<file path="config.mk">
export PLATFORM = sky130hd
export DESIGN_NAME = instruction_fetch
export DESIGN_NICKNAME = d
export VERILOG_FILES = /design/src/rtl/instruction_fetch_pkg.sv /design/src/rtl/instruction_fetch.sv
export SDC_FILE = /design/constraint.sdc
export NUM_CORES = 1
export LEC_CHECK = 0
export BUFFER_PORTS_ARGS = -buffer_cell sky130_fd_sc_hd__clkbuf_2
export CAP_MARGIN = 10
export CELL_PAD_IN_SITES_DETAIL_PLACEMENT = 0
export CELL_PAD_IN_SITES_GLOBAL_PLACEMENT = 1
export CORE_UTILIZATION = 30
export CTS_BUF_LIST = sky130_fd_sc_hd__clkbuf_8
export DETAILED_ROUTE_END_ITERATION = 8
export GPL_TIMING_DRIVEN = 0
export PLACE_DENSITY = 0.79
export SYNTH_ARGS = -nofsm -noshare
export SYNTH_HDL_FRONTEND = slang
export SYNTH_SLANG_ARGS = --single-unit
export TNS_END_PERCENT = 50
</file>
<file path="constraint.sdc">
create_clock -name clk -period 2.3 [get_ports clk]
set_clock_uncertainty 0.05 [all_clocks]
set_input_delay 0.23 -clock clk [delete_from_list [all_inputs] [get_ports clk]]
set_output_delay 0.23 -clock clk [all_outputs]
set_load 0.03 [all_outputs]
</file>
<file path="src/rtl/instruction_fetch_pkg.sv">
// Shared fetch/decode definitions: address width, instruction width, reset PC, fetch FSM states.
// Latency: none (declarations only).
// Backpressure: n/a.
package instruction_fetch_pkg;

  // Default instruction-address width (word addressed, 256 words).
  localparam int IF_PC_W     = 8;
  // Instruction word width.
  localparam int IF_INSTR_W  = 32;
  // First address fetched after reset.
  localparam int IF_RESET_PC = 0;

  // Fetch FSM: RUN issues addresses, HALTED only drains the held word.
  typedef enum logic [0:0] {
    RUN    = 1'b0,
    HALTED = 1'b1
  } if_state_e;

endpackage

</file>
<file path="src/rtl/instruction_fetch.sv">
// Instruction fetch: drives a synchronous imem, presents one word per cycle to decode.
// Latency: word for address A is presented the cycle after the edge that sampled A.
// Backpressure: out_ready low holds out_pc/out_instr by re-reading the held address.
module instruction_fetch
  import instruction_fetch_pkg::*;
#(
  parameter int PC_W     = IF_PC_W,
  parameter int RESET_PC = IF_RESET_PC
) (
  input  logic                  clk,
  input  logic                  reset,
  output logic [PC_W-1:0]       imem_addr,
  input  logic [IF_INSTR_W-1:0] imem_data,
  output logic                  out_valid,
  input  logic                  out_ready,
  output logic [IF_INSTR_W-1:0] out_instr,
  output logic [PC_W-1:0]       out_pc,
  input  logic                  redirect_valid,
  input  logic [PC_W-1:0]       redirect_target,
  input  logic                  halt_req,
  output logic [15:0]           fetched_count
);

  localparam logic [0:0]      ST_RUN     = RUN;
  localparam logic [0:0]      ST_HALTED  = HALTED;
  localparam logic [PC_W-1:0] RESET_ADDR = PC_W'(RESET_PC);
  localparam logic [PC_W-1:0] PC_ONE     = PC_W'(1);

  logic [PC_W-1:0] r_fetch_pc;
  logic [PC_W-1:0] r_resp_pc;
  logic            r_resp_valid;
  logic [0:0]      r_state;
  logic [15:0]     r_fetched_count;

  logic w_run;
  logic w_halt;
  logic w_redirect;
  logic w_adv;
  logic w_accept;

  // Halt outranks redirect, and a halted fetch ignores redirects entirely.
  assign w_run      = (r_state == ST_RUN);
  assign w_halt     = w_run && halt_req;
  assign w_redirect = w_run && redirect_valid && !halt_req;
  assign w_adv      = !r_resp_valid || out_ready;

  // A word presented alongside a taken redirect is wrong-path and is never accepted.
  assign out_valid     = r_resp_valid && !w_redirect && !reset;
  assign w_accept      = out_valid && out_ready;
  assign out_instr     = imem_data;
  assign out_pc        = r_resp_pc;
  assign fetched_count = r_fetched_count;

  // Next memory address: reset, redirect, advance, else re-read the held word.
  always_comb begin
    imem_addr = r_resp_pc;
    if (reset) begin
      imem_addr = RESET_ADDR;
    end else if (w_redirect) begin
      imem_addr = redirect_target;
    end else if (w_run && !halt_req && w_adv) begin
      imem_addr = r_fetch_pc;
    end
  end

  // Fetch PC, response register and RUN/HALTED state.
  always_ff @(posedge clk) begin
    if (reset) begin
      r_fetch_pc   <= RESET_ADDR;
      r_resp_pc    <= '0;
      r_resp_valid <= 1'b0;
      r_state      <= ST_RUN;
    end else if (w_halt) begin
      // No new address issued; a pending word stays until decode takes it.
      r_state <= ST_HALTED;
      if (w_accept) begin
        r_resp_valid <= 1'b0;
      end
    end else if (w_redirect) begin
      r_resp_pc    <= redirect_target;
      r_resp_valid <= 1'b1;
      r_fetch_pc   <= redirect_target + PC_ONE;
    end else if (w_run && w_adv) begin
      r_resp_pc    <= r_fetch_pc;
      r_resp_valid <= 1'b1;
      r_fetch_pc   <= r_fetch_pc + PC_ONE;
    end else if (!w_run && w_accept) begin
      r_resp_valid <= 1'b0;
    end
  end

  // Accepted-word counter, saturating at all ones.
  always_ff @(posedge clk) begin
    if (reset) begin
      r_fetched_count <= '0;
    end else if (w_accept && (r_fetched_count != 16'hFFFF)) begin
      r_fetched_count <= r_fetched_count + 16'd1;
    end
  end

endmodule

</file>
# [Yosys cells after proc, flatten, opt, wreduce, memory -nomap -nowiden]
# Index checks and enable logic that the tools add are counted.
# W data, S select, Z words.
[classes] add_sub_neg=3 n_eq_ne=2 muxes=12 n_bitwise=2 n_reduce_logical=20
[ops] operator="$mux W8" n=7
[ops] operator="$add A16 B1 Y16 const B" n=1
[ops] operator="$add A8 B1 Y8 const B" n=2
[ops] operator="$ne A16 B16 Y1 const B" n=1
[ops] operator="$logic_and A1 B1 Y1" n=11
[ops] operator="$mux W1" n=5
[ops] operator="$logic_not A1 Y1" n=4
[ops] operator="$reduce_and A2 Y1" n=2
[ops] operator="$reduce_bool A4 Y1" n=1
[ops] operator="$ne A2 B1 Y1 const B" n=1
[ops] operator="$not A1 Y1" n=2
[ops] operator="$reduce_bool A2 Y1" n=1
[ops] operator="$logic_or A1 B1 Y1" n=1
[totals] regBits=34 input_bits=45 output_inout_bits=65 word_cells=44

# [Longest topological paths before layout]
# Gate-level depths: netlist (run 1).
[logic_depth] depth_word=12 ltp_mapped=12 ltp_nobuf=10

# [Worst setup path after synthesis (run 1)]
# No wires, ideal clock.
[synth_timing] kind="register -> register" startpoint="register r_state" endpoint="register r_fetch_pc[4]" setup_ns=0.130 arrival_time_ns=2.177 t_required_ns=2.120 slack_ns=-0.057 stages_incl_launch_ff=13 path_buffers=2 period_less_slack_ns=2.357 path_cell_list="dfxtp_1 or2_2 buf_2 nor2_2 buf_2 nand2_1 nand2_1 ha_1 a21boi_0 a31oi_1 nor3b_1 mux2i_1 o31ai_1"
[synth_between] elab_chain_cells=5 word_cells_on_any_way=9 cone_classes="mux: 1; bitwise: 2; reduce/logical: 6"
[synth_rtl] item="start: declaration" line_no="instruction_fetch.sv:32" source="logic [0:0] r_state;"
[synth_rtl] item="start signal: assignment" line_no="instruction_fetch.sv:72" source="r_state <= ST_RUN;"
[synth_rtl] item="start signal: assignment" line_no="instruction_fetch.sv:75" source="r_state <= ST_HALTED;"
[synth_rtl] item="$not A1 Y1 (*)" line_no="instruction_fetch.sv:42" source="assign w_run = (r_state == ST_RUN);"
[synth_rtl] item="$logic_and A1 B1 Y1 (2 in a row)" line_no="instruction_fetch.sv:44" source="assign w_redirect = w_run && redirect_valid && !halt_req;"
[synth_rtl] item="$reduce_bool A2 Y1 (no source line)"
[synth_rtl] item="$reduce_and A2 Y1 (no source line)"
[synth_rtl] item="end signal: assignment" line_no="instruction_fetch.sv:82" source="r_fetch_pc <= redirect_target + PC_ONE;"
[synth_rtl] item="end signal: assignment" line_no="instruction_fetch.sv:86" source="r_fetch_pc <= r_fetch_pc + PC_ONE;"
[synth_rtl] item="end: declaration" line_no="instruction_fetch.sv:29" source="logic [PC_W-1:0] r_fetch_pc;"
# Every way passes the cells marked *; elsewhere a longest branch is shown, timed or not.
# A chain may end at the register's enable or synchronous reset.

# [Worst setup path in the final report (run 1)]
[layout_timing] startpoint="register r_state" endpoint="register r_fetch_pc[6]"
# Same word-level chain as after synthesis.

==> results of run 1 <==
-- layer usage --
layer | track usage (%) | vias up
met2 | 25.7 | 86
met4 | 4.47 | 0
met3 | 4.34 | 6
met5 | 0 | -
met1 | 19.0 | 1022
li1 | - | 1115
-- worst reg2reg max path, cell delays in order, from the launching register on --
cell	delay (ns)
dfxtp_2	0.33
or3b_4	0.40
buf_12	0.15
nand2_1	0.08
nand2_1	0.09
ha_4	0.19
a21boi_2	0.13
a31oi_2	0.06
buf_4	0.17
a21oi_4	0.12
mux2_2	0.33
-- logic make-up (layout without fill, tap and decap cells) --
family                     Yosys count  after routing
and+or+nand+nor                    116            116
muxes                                8              8
DFF                                 34             34
adders and majority gates            2              2
buffers and inverters               47            138
xor gates and xnor gates            14             14
AOI/OAI and AO/OA                   51             51
-- worst max-delay path by stage --
stage / slack, ns / endpoint / cells after the start / from
after floorplan: 0.02 / r_fetch_pc[6] / 11 / redirect_valid
after global placement: -0.29 / r_fetch_pc[6] / 11 / redirect_valid
after detailed placement: -0.34 / r_fetch_pc[6] / 11 / redirect_valid
after CTS: 0.005 / r_fetch_pc[6] / 10 / r_state
after global routing: -0.02 / r_fetch_pc[6] / 10 / r_state
final: 0.08 / r_fetch_pc[6] / 10 / r_state
-- stage by stage --
step / util [%] / power [mW] / worst slack, ns / cell area (sq um)
detailed placement: 39.0 / 0.997 / -0.337 / 2720
global placement: 39.0 / 0.993 / -0.288 / 2720
floorplan: - / 0.901 / 0.0170 / 2220
finish: 42.1 / 1.49 / 0.0837 / 2940
CTS: 40.7 / 1.48 / 0.00479 / 2840
global route: 42.1 / 1.57 / -0.0218 / 2940
-- layout make-up --
cell class / instances / area [sq um] / share of cell area (%)
timing repair buffer: 85 / 448 / 15.2
multi-input combinational: 191 / 1270 / 43.3
sequential: 34 / 682 / 23.2
tap: 96 / 120 / 4.09
buffer: 42 / 312 / 10.6
clock buffer: 6 / 82.6 / 2.81
inverter: 3 / 11.3 / 0.383
clock inverter: 2 / 12.5 / 0.426
-- layout by cell type, fill, tap and decap left out, types with 2 or more instances in the layout --
master,Yosys,routed
o21ai_0,5,5
and3_1,5,5
nor3b_1,3,2
clkbuf_2,0,76
nor4_2,3,3
xor2_1,2,2
xnor2_1,12,12
mux2i_1,6,6
nor2_1,36,35
inv_1,2,2
nand3_1,13,13
nand4_1,2,2
a311oi_1,8,8
dfxtp_1,34,33
buf_2,4,2
a211oi_1,5,5
a31oi_1,3,2
nand2_1,27,26
buf_4,32,41
clkbuf_8,0,6
buf_6,2,2
a21oi_4,1,2
nor3_1,9,9
buf_1,3,2
clkbuf_1,3,3
mux2_2,2,2
nand2b_1,4,4
a2bb2oi_1,2,2
a21oi_1,14,13
-- cells in the mapped netlist (2+ instances only) --
library cell   n
buf_1          3
nand2b_1       4
nand2_1       27
mux2i_1        6
xor2_1         2
buf_6          2
o21ai_0        5
clkbuf_1       3
dfxtp_1       34
a21oi_1       14
a31oi_1        3
nor3_1         9
a2bb2oi_1      2
buf_4         32
and3_1         5
buf_2          4
a211oi_1       5
nand3_1       13
nor3b_1        3
nand4_1        2
mux2_2         2
xnor2_1       12
a311oi_1       8
inv_1          2
nor4_2         3
ha_1           2
nor2_1        36
-- registers in the layout, summed over array words and instances, names as in the netlist --
register       flops
out_pc             8
fetched_count     16
r_resp_valid       1
r_fetch_pc         8
r_state            1
-- power by group through the flow --
stage	sequential, mW	combinational (mW)	clock, mW
6_report	0.629	0.380	0.482
3_5_place_dp	0.641	0.356	0
5_1_grt	0.632	0.411	0.522
2_1_floorplan	0.658	0.243	0
4_1_cts	0.628	0.361	0.491
3_3_place_gp	0.641	0.352	0
-- timing repair --
item / in CTS / in global routing
setup endpoints to repair: 4 / 3
buffers inserted: 1 / 8
pin swaps: 0 / 4
resized for setup: 7 / 9
==> results.md, run 1 <==
- Status: finished clean
- CP cell instances: or3b_4 > buf_12 > nand2_1 > nand2_1 > ha_4 > a21boi_2 > a31oi_2 > buf_4 > a21oi_4 > mux2_2
- Final hold viol count: 0
- Post-Synth Simple-Gate Area: 28.0%
- Least-Margin Pin Slew: around 0.56 ns
- Final hold slack: around 0.20 ns
- Period utilization: between 90% and 100%
- Met3 wire len: a little under 400 microns
- Highest routed layer: met4
- Sw frac: about a third
- IO buf count: 76
- Initial core utilization: between 30% and 40%
- Mux share of post-synthesis cell area: 3.73%
- Post-Syn Nets: around 320
- Clock power share: between 30% and 40%
- Comb power frac: ~26%
- RSZ-0062 raised after global routing: true
- Post-Syn Area: 2220 sq um
- FILL cells: between 700 and 800
- Total wire length: around 5.8 mm
- Detailed placement HPWL: roughly 4.3 mm
- Yosys reg bits: 34
- Slew Viols, Final: 0
- Vias per Instance: between 4 and 5
- Die W: ~90 microns
- Number of global-route vias before repair: 1924
- Metal-1 WL: 2.59 mm
- Most frequent CP cell: nand2_1
- R2R cell count: 10
- Flop pwr share: a little over two fifths
- Post-synthesis async set-or-reset flop share: 0%
- Initial antenna violation count: 0
- Critical Path RT: ~2.4 ns
- Floorplan row count: 30
- Cell family with most CP delay: simple AND/OR/NAND/NOR gates
- R2R Path Start: r_state
- Post-layout min period: ~2.2 ns
- Inserted Clock Buffers: 5
- Initial drt markers: roughly 130
- Worst skew pair latency: 0.29 ns
- H-tree Lvls: 2
- Max Clk Rate: 0.451 GHz
- GRT Overall Usage: between 10% and 20%
- Syn-to-layout area delta: 32.7%
- Sw power: between 0.4 and 0.5 mW
- Die Ht: ~88 microns
- Relative slew slack: between 60% and 70%
- Slowest-stage cell, CP: or3b_4
- Largest family of logic cells by synthesized area: simple AND/OR/NAND/NOR gates
- Max_cap viols: 0
- Layout Nets: slightly above 400
- Ranking of synthesized cells by area: dfxtp_1 (31%), buf_4 (11%), nor2_1 (6.1%)
- Clock-pin slew on the worst setup and hold paths: ~0.070 ns
- Max rail drop VDD: between 0.0002 and 0.0003 V
- Worst-case hold path end point: fetched_count[2]
- Critical R2R Capture: r_fetch_pc[6]
- Cells after synthesis: about 270
- Sequential-to-total area share from yosys stat: between 30 and 40%
- Core Area: roughly 7000 sq um
- Hold-fix buffers at CTS: 0
- Hold path start: reset
- DRT antenna net count: 0
- Initial DRT Pass Iterations: 4
- Crit Path Class: flop to flop
- CP Max Fanout: 11
- EDFF count, synth: 0
- Non-filler cells, final: 459
- Root Buffer: clkbuf_8
- Hold Crit Depth: 3
- Largest net degree at the start of global routing: 20
- Cell taking the most area after synthesis: dfxtp_1
- Die area: approximately 7700 sq um
- Synth unique cells: 56
- Avg Cell Area, Syn: between 8 and 9 sq um
- Design internal power: approximately 1.0 mW
- Leakage: around 1.3 nW
- Reg2reg setup slack: roughly 0.084 ns
- Data arrival, critical path: around 2.4 ns
- Drt drc: 0
- Setup TNS Final: 0 ns
- Met2 Routed Length: between 2 and 3 mm
- Synth top area share: a little under a third
- Total grt overflow: 0
- Via count: around 2200
- Worst setup SP type: flop
- Top_reg_cell synth: dfxtp_1
- Placed Cells: 444
- Gpl congestion: around 0.78
- Ys Warns: 0
- Global-route wire length before repair: between 9 and 10 mm
- CP endpoint kind: flop
- CTS Sinks: 34
- Wire per inst: about 13 microns
- Pwr per Cell Area: 507 nW/um^2
- Hold Crit Class: primary input to flop
- Diodes inserted: 0
- Compound-cell area share of the yosys netlist: approximately 17%
- CP bufs+invs: 2
- Post-Synth Adder-Cell Area: about 1.1%
- Fraction of layout cells with a size suffix above 1: a little over two fifths
- CTS tree: built
- Max stage delay on crit path: roughly 0.4 ns
- Clock Tree Buf Depth: 2
- Synth Area in XOR/XNOR: 5.53%
- Setup violators final: 0
- Number of I/O pins: 110
No activity file was read; power rests on OpenSTA's default activity.
==> run 2: changes to the inputs <==
- CORE_UTILIZATION: 30 -> 29
- CTS_BUF_LIST: sky130_fd_sc_hd__clkbuf_8 -> default
- PLACE_DENSITY: 0.79 -> 0.76
==> results.md, run 2 (synthesis gave the netlist of run 1 again) <==
- Status: finished clean
- Pwr per Cell Area: approximately 490 nW/um^2
- Initial DRT Pass Iterations: 5
- Critical Path RT: roughly 2 ns
- Initial core utilization: between 30 and 40%
- Sw power: 0.472 mW
- Final WS setup: between 0.09 and 0.1 ns
- Number of I/O pins: 110
- Diodes inserted: 0
- Sw frac: ~33%
- Design internal power: ~0.95 mW
- Largest net degree at the start of global routing: 20
- GRT Overall Usage: about 15%
- CTS tree: built
- Core Area: roughly 7300 sq um
- Max stage delay on crit path: 0.33 ns
- Drt drc: 0
- Die Ht: slightly below 90 microns
- Final hold viol count: 0
- Floorplan row count: 31
- Pre-CTS setup slack: -0.312 ns
- CP Max Fanout: 8
- Hold-fix buffers at CTS: 0
- R2R cell count: 11
- Gpl congestion: 0.797
- Data arrival, critical path: ~1.9 ns
- Placed Cells: ~450
- Crit Path Class: flop to output pin
- Slew Viols, Final: 0
- Root Buffer: clkbuf_8
- Period utilization: between 90% and 100%
- Clock-pin slew on the worst setup and hold paths: ~0.070 ns
- Max Clk Rate: roughly 0.45 GHz
- Comb power frac: 26.2%
- DRT antenna net count: 0
- CP endpoint kind: output pin
- CTS Sinks: 34
- FILL cells: between 700 and 800
- Layout Nets: 402
- Worst setup SP type: flop
- Hold Crit Class: primary input to flop
- Max rail drop VDD: roughly 0.00027 V
- Total grt overflow: 0
- Flop pwr share: 44.1%
- Vias per Instance: about 4.8
- Max reg flops: 16
- IO buf count: 76
- Detailed placement HPWL: about 4.4 mm
- Global-route wire length before repair: 9.14 mm
- Commonest non-fill, non-tap cells in the layout: clkbuf_2 (76), nor2_1 (35), buf_4 (34)
- Relative slew slack: between 60% and 70%
- Fraction of layout cells with a size suffix above 1: roughly two fifths
- Via count: 2196
- Non-filler cells, final: 454
- Least-Margin Pin Slew: 0.548 ns
- Setup violators final: 0
- CP cell instances: nor2_2 > nand2_2 > mux2_2 > nand2_1 > a21oi_1 > clkbuf_2
- Number of global-route vias before repair: slightly below 2000
- Slowest-stage cell, CP: dfxtp_2
- Clock Tree Buf Depth: 2
- Syn-to-layout area delta: 30.2%
- Post-layout min period: approximately 2.2 ns
- Initial drt markers: between 150 and 200
- Leakage: 1.25 nW
- Worst skew pair latency: ~0.29 ns
- Wire per inst: approximately 13 microns
- Clock power share: 29.7%
- Max_cap viols: 0
- H-tree Lvls: 2
- Initial antenna violation count: 0
- Commonest non-fill, non-tap cell in the layout: clkbuf_2
- RSZ-0062 raised after global routing: true
- Inserted Clock Buffers: 5
- Die W: between 80 and 90 microns
- Total wire length: 5.81 mm
- Die area: ~8000 sq um
- Hold Crit Depth: 3
==> run 2: cell types whose count changed in the layout (fill, tap and decap cells not counted) <==
| cell | change |
|---|---|
| mux2_2 | -1 |
| nand2_2 | +2 |
| clkinvlp_4 | -1 |
| buf_4 | -7 |
| clkbuf_8 | -1 |
| clkinv_2 | +1 |
| mux2_4 | +1 |
| nand2_1 | -2 |
==> run 2: metal layers <==
metal / share of wire, % / wire length [microns] / vias to the layer above / GRT usage (%)
met5: 0 / 0 / - / 0
met4: 1.3 / 78 / 0 / 5.63
met3: 6.9 / 401 / 9 / 3.60
met2: 48 / 2760 / 93 / 24.9
met1: 44 / 2570 / 991 / 18.3
li1: - / - / 1103 / -
==> run 2: power by group through the flow <==
stage	Clock, mW	Sequential [mW]	Combinational [mW]
after floorplan	0	0.658	0.243
after global placement	0	0.641	0.353
after detailed placement	0	0.641	0.356
after CTS	0.442	0.628	0.362
after global routing	0.461	0.632	0.408
final	0.423	0.629	0.373
==> run 2: worst paths after layout <==
path,start,to,slack [ns]
hold / removal,reset,fetched_count[2],0.21
hold reg to reg,r_fetch_pc[1],r_fetch_pc[1],0.45
setup reg to reg,r_state,r_fetch_pc[4],0.12
setup / recovery,r_state,imem_addr[6],0.1
==> run 2: what timing repair did <==
item	4_1_cts	5_1_grt
endpoints found under the setup margin	4	3
pin swaps	0	4
setup buffers	1	1
gates resized for setup	7	12
==> run 2: worst max-delay path, delay by kind of cell, from the launching register on <==
family / cells / cell delay (ns)
AO/OA/AOI/OAI: 1 / 0.17
buffers and inverters: 1 / 0.23
flip-flops: 1 / 0.33
multiplexers: 1 / 0.28
AND/OR/NAND/NOR: 3 / 0.63
==> run 2: final cells by class <==
type                       count  area (sq um)  share of cell area (%)
clock buffer                   5          68.8                    2.39
clock inverter                 2          10.0                   0.347
sequential                    34           682                    23.6
buffer                        42           312                    10.8
inverter                       3          11.3                   0.390
tap                           99           124                    4.30
timing repair buffer          78           395                    13.7
multi-input combinational    191          1280                    44.4
==> run 2: stage by stage <==
stage	setup TNS, ns	utilization, %	area [sq um]	total power [mW]	hold WS, ns
floorplan	0	-	2220	0.901	0.360
global placement	-0.584	37.2	2730	0.994	0.423
detailed placement	-0.601	37.2	2730	0.997	0.433
CTS	0	38.6	2830	1.43	0.199
global route	-0.119	39.3	2880	1.50	0.231
finish	0	39.3	2880	1.42	0.206
==> run 3: changes to the inputs <==
- BUFFER_PORTS_ARGS: -buffer_cell sky130_fd_sc_hd__clkbuf_2 -> default
- CORE_ASPECT_RATIO: default -> 1.5
- CORE_UTILIZATION: 29 -> 40
- DONT_BUFFER_PORTS: default -> 1
==> results.md, run 3 (synthesis gave the netlist of run 1 again) <==
- Status: finished, violations left
- Failing checks: negative setup slack
- Final WS setup: -0.00600 ns
- Die Ht: ~93 microns
- IO buf count: 0
- Drt drc: 0
- Period utilization: 100%
- CTS tree: built
- Crit Path Class: flop to flop
- Layout Nets: around 330
- H-tree Lvls: 2
- CP Max Fanout: 10
- Slew Viols, Final: 0
- CP cell instances: or3b_1 > buf_6 > buf_6 > nand2_1 > nand2_1 > ha_4 > a21boi_2 > a31oi_2 > buf_4 > a21oi_4 > mux2_2
- Wire per inst: 15.8 microns
- Least-Margin Pin Slew: between 1 and 1.5 ns
- Clock-pin slew on the worst setup and hold paths: approximately 0.07 ns
- CTS Sinks: 34
- Diodes inserted: 0
- Critical Path RT: 2.43 ns
- R2R cell count: 11
- Worst skew pair latency: about 0.28 ns
- Global-route wire length before repair: 9.10 mm
- Largest net degree at the start of global routing: 11
- Final std cell area, no fill: between 2000 and 3000 sq um
- Number of global-route vias before repair: around 1900
- Worst-case hold path end point: r_state
- Floorplan row count: 32
- Data arrival, critical path: 2.43 ns
- Cell family with most CP delay: simple AND/OR/NAND/NOR gates
- Leakage: 0.945 nW
- Fraction of layout cells with a size suffix above 1: ~29%
- Setup violators final: 1
- Syn-to-layout area delta: 14.6%
- Initial core utilization: 42.2%
- Via count: roughly 2000
- PnR Total Power: about 1.4 mW
- RSZ-0062 raised after global routing: true
- Total grt overflow: 0
- Post-layout min period: between 2 and 2.5 ns
- Die W: around 63 microns
- Commonest non-fill, non-tap cell in the layout: buf_4
- GRT Overall Usage: 19.6%
- Placed cell area: about 2300 sq um
- Hold path start: halt_req
- Gpl congestion: between 0.8 and 0.9
- Clock Tree Buf Depth: 2
- Final hold slack: 0.0752 ns
- Initial antenna violation count: 0
- Hold-fix buffers at CTS: 0
- Relative slew slack: ~28%
- Setup TNS Final: -0.00600 ns
- Slowest-stage cell, CP: or3b_1
- Hold Crit Depth: 2
- Final hold viol count: 0
- Die area: between 5000 and 6000 sq um
- Total wire length: 5.57 mm
- Max_cap viols: 0
- Root Buffer: clkbuf_8
- Number of I/O pins: 110
- Inserted Clock Buffers: 5
- Max Clk Rate: around 0.43 GHz
- Initial DRT Pass Iterations: 4
- R2R Path Start: r_state
- Max stage delay on crit path: between 0.3 and 0.4 ns
- Initial drt markers: about 100
- Worst setup SP type: flop
- Critical R2R Capture: r_fetch_pc[6]
- CP startpoint: r_state
- DRT antenna net count: 0
- Pwr per Cell Area: ~560 nW/um^2
- Max reg flops: 16
- Commonest non-fill, non-tap cells in the layout: buf_4 (38), nor2_1 (34), dfxtp_1 (33)
- CP bufs+invs: 3
- Detailed placement HPWL: around 4.1 mm
- Vias per Instance: 5.66
- Max rail drop VDD: about 0.00034 V
- Reg2reg setup slack: -0.006 ns
- CP endpoint kind: flop
- Core Area: roughly 5200 sq um
- Hold Crit Class: primary input to flop
-- run 3: cell types whose count changed in the layout (fill, tap and decap cells not counted), moves of 2 or more --
cell	change
a311oi_1	-4
buf_4	+4
clkbuf_2	-76
nand2_1	+2
nand2_2	-2
a311oi_2	+4
buf_6	+2
-- run 3: metal layers --
metal	vias up	share of wire [%]	track usage, %
met5	-	0	0
li1	963	-	-
met4	0	2.7	8.91
met1	937	39	20.2
met2	86	52	36.2
met3	12	7.1	5.24
-- run 3: timing repair --
| item | in CTS | in global routing |
|---|---|---|
| gates cloned | 0 | 0 |
| resized for setup | 13 | 11 |
| pin swaps | 1 | 3 |
| endpoints found under the setup margin | 11 | 10 |
| setup buffers | 2 | 4 |
-- run 3: worst max-delay path by stage --
stage | end | slack (ns) | cells after the start
2_1_floorplan | r_fetch_pc[6] | 0.02 | 11
3_3_place_gp | r_fetch_pc[4] | -0.33 | 12
3_5_place_dp | r_fetch_pc[4] | -0.32 | 12
4_1_cts | imem_addr[4] | -0.13 | 4
5_1_grt | r_fetch_pc[6] | -0.11 | 11
6_report | r_fetch_pc[6] | -0.006 | 11
-- run 3: worst register-to-register path, cell delays in order (launching register included) --
cell,delay [ns]
dfxtp_2,0.33
or3b_1,0.38
buf_6,0.14
buf_6,0.14
nand2_1,0.07
nand2_1,0.08
ha_4,0.19
a21boi_2,0.14
a31oi_2,0.06
buf_4,0.17
a21oi_4,0.11
mux2_2,0.33
-- run 3: per-stage QoR --
step | utilization [%] | setup WS (ns) | instances
after floorplan | - | 0.0170 | 272
after global placement | 44.0 | -0.334 | 340
after detailed placement | 44.0 | -0.323 | 340
after CTS | 46.7 | -0.134 | 349
after global routing | 48.4 | -0.106 | 353
final | 48.4 | -0.00600 | 353
-- run 3: where the power goes --
part           leakage, nW  switching, mW  internal [mW]
Clock               0.0482          0.218          0.242
Sequential           0.277         0.0407          0.611
Combinational        0.620          0.195          0.110
Total                0.945          0.454          0.962
-- run 3: final cells by class --
class                   count  area [sq um]
fillers                   551          2710
multi-input cells         191          1310
flip-flops and latches     34           682
plain buffers              43           314
clock buffers               7          86.3
well taps                  68          85.1
repair buffers              6          45.0
inverters                   3          11.3
clock inverters             1          5.00
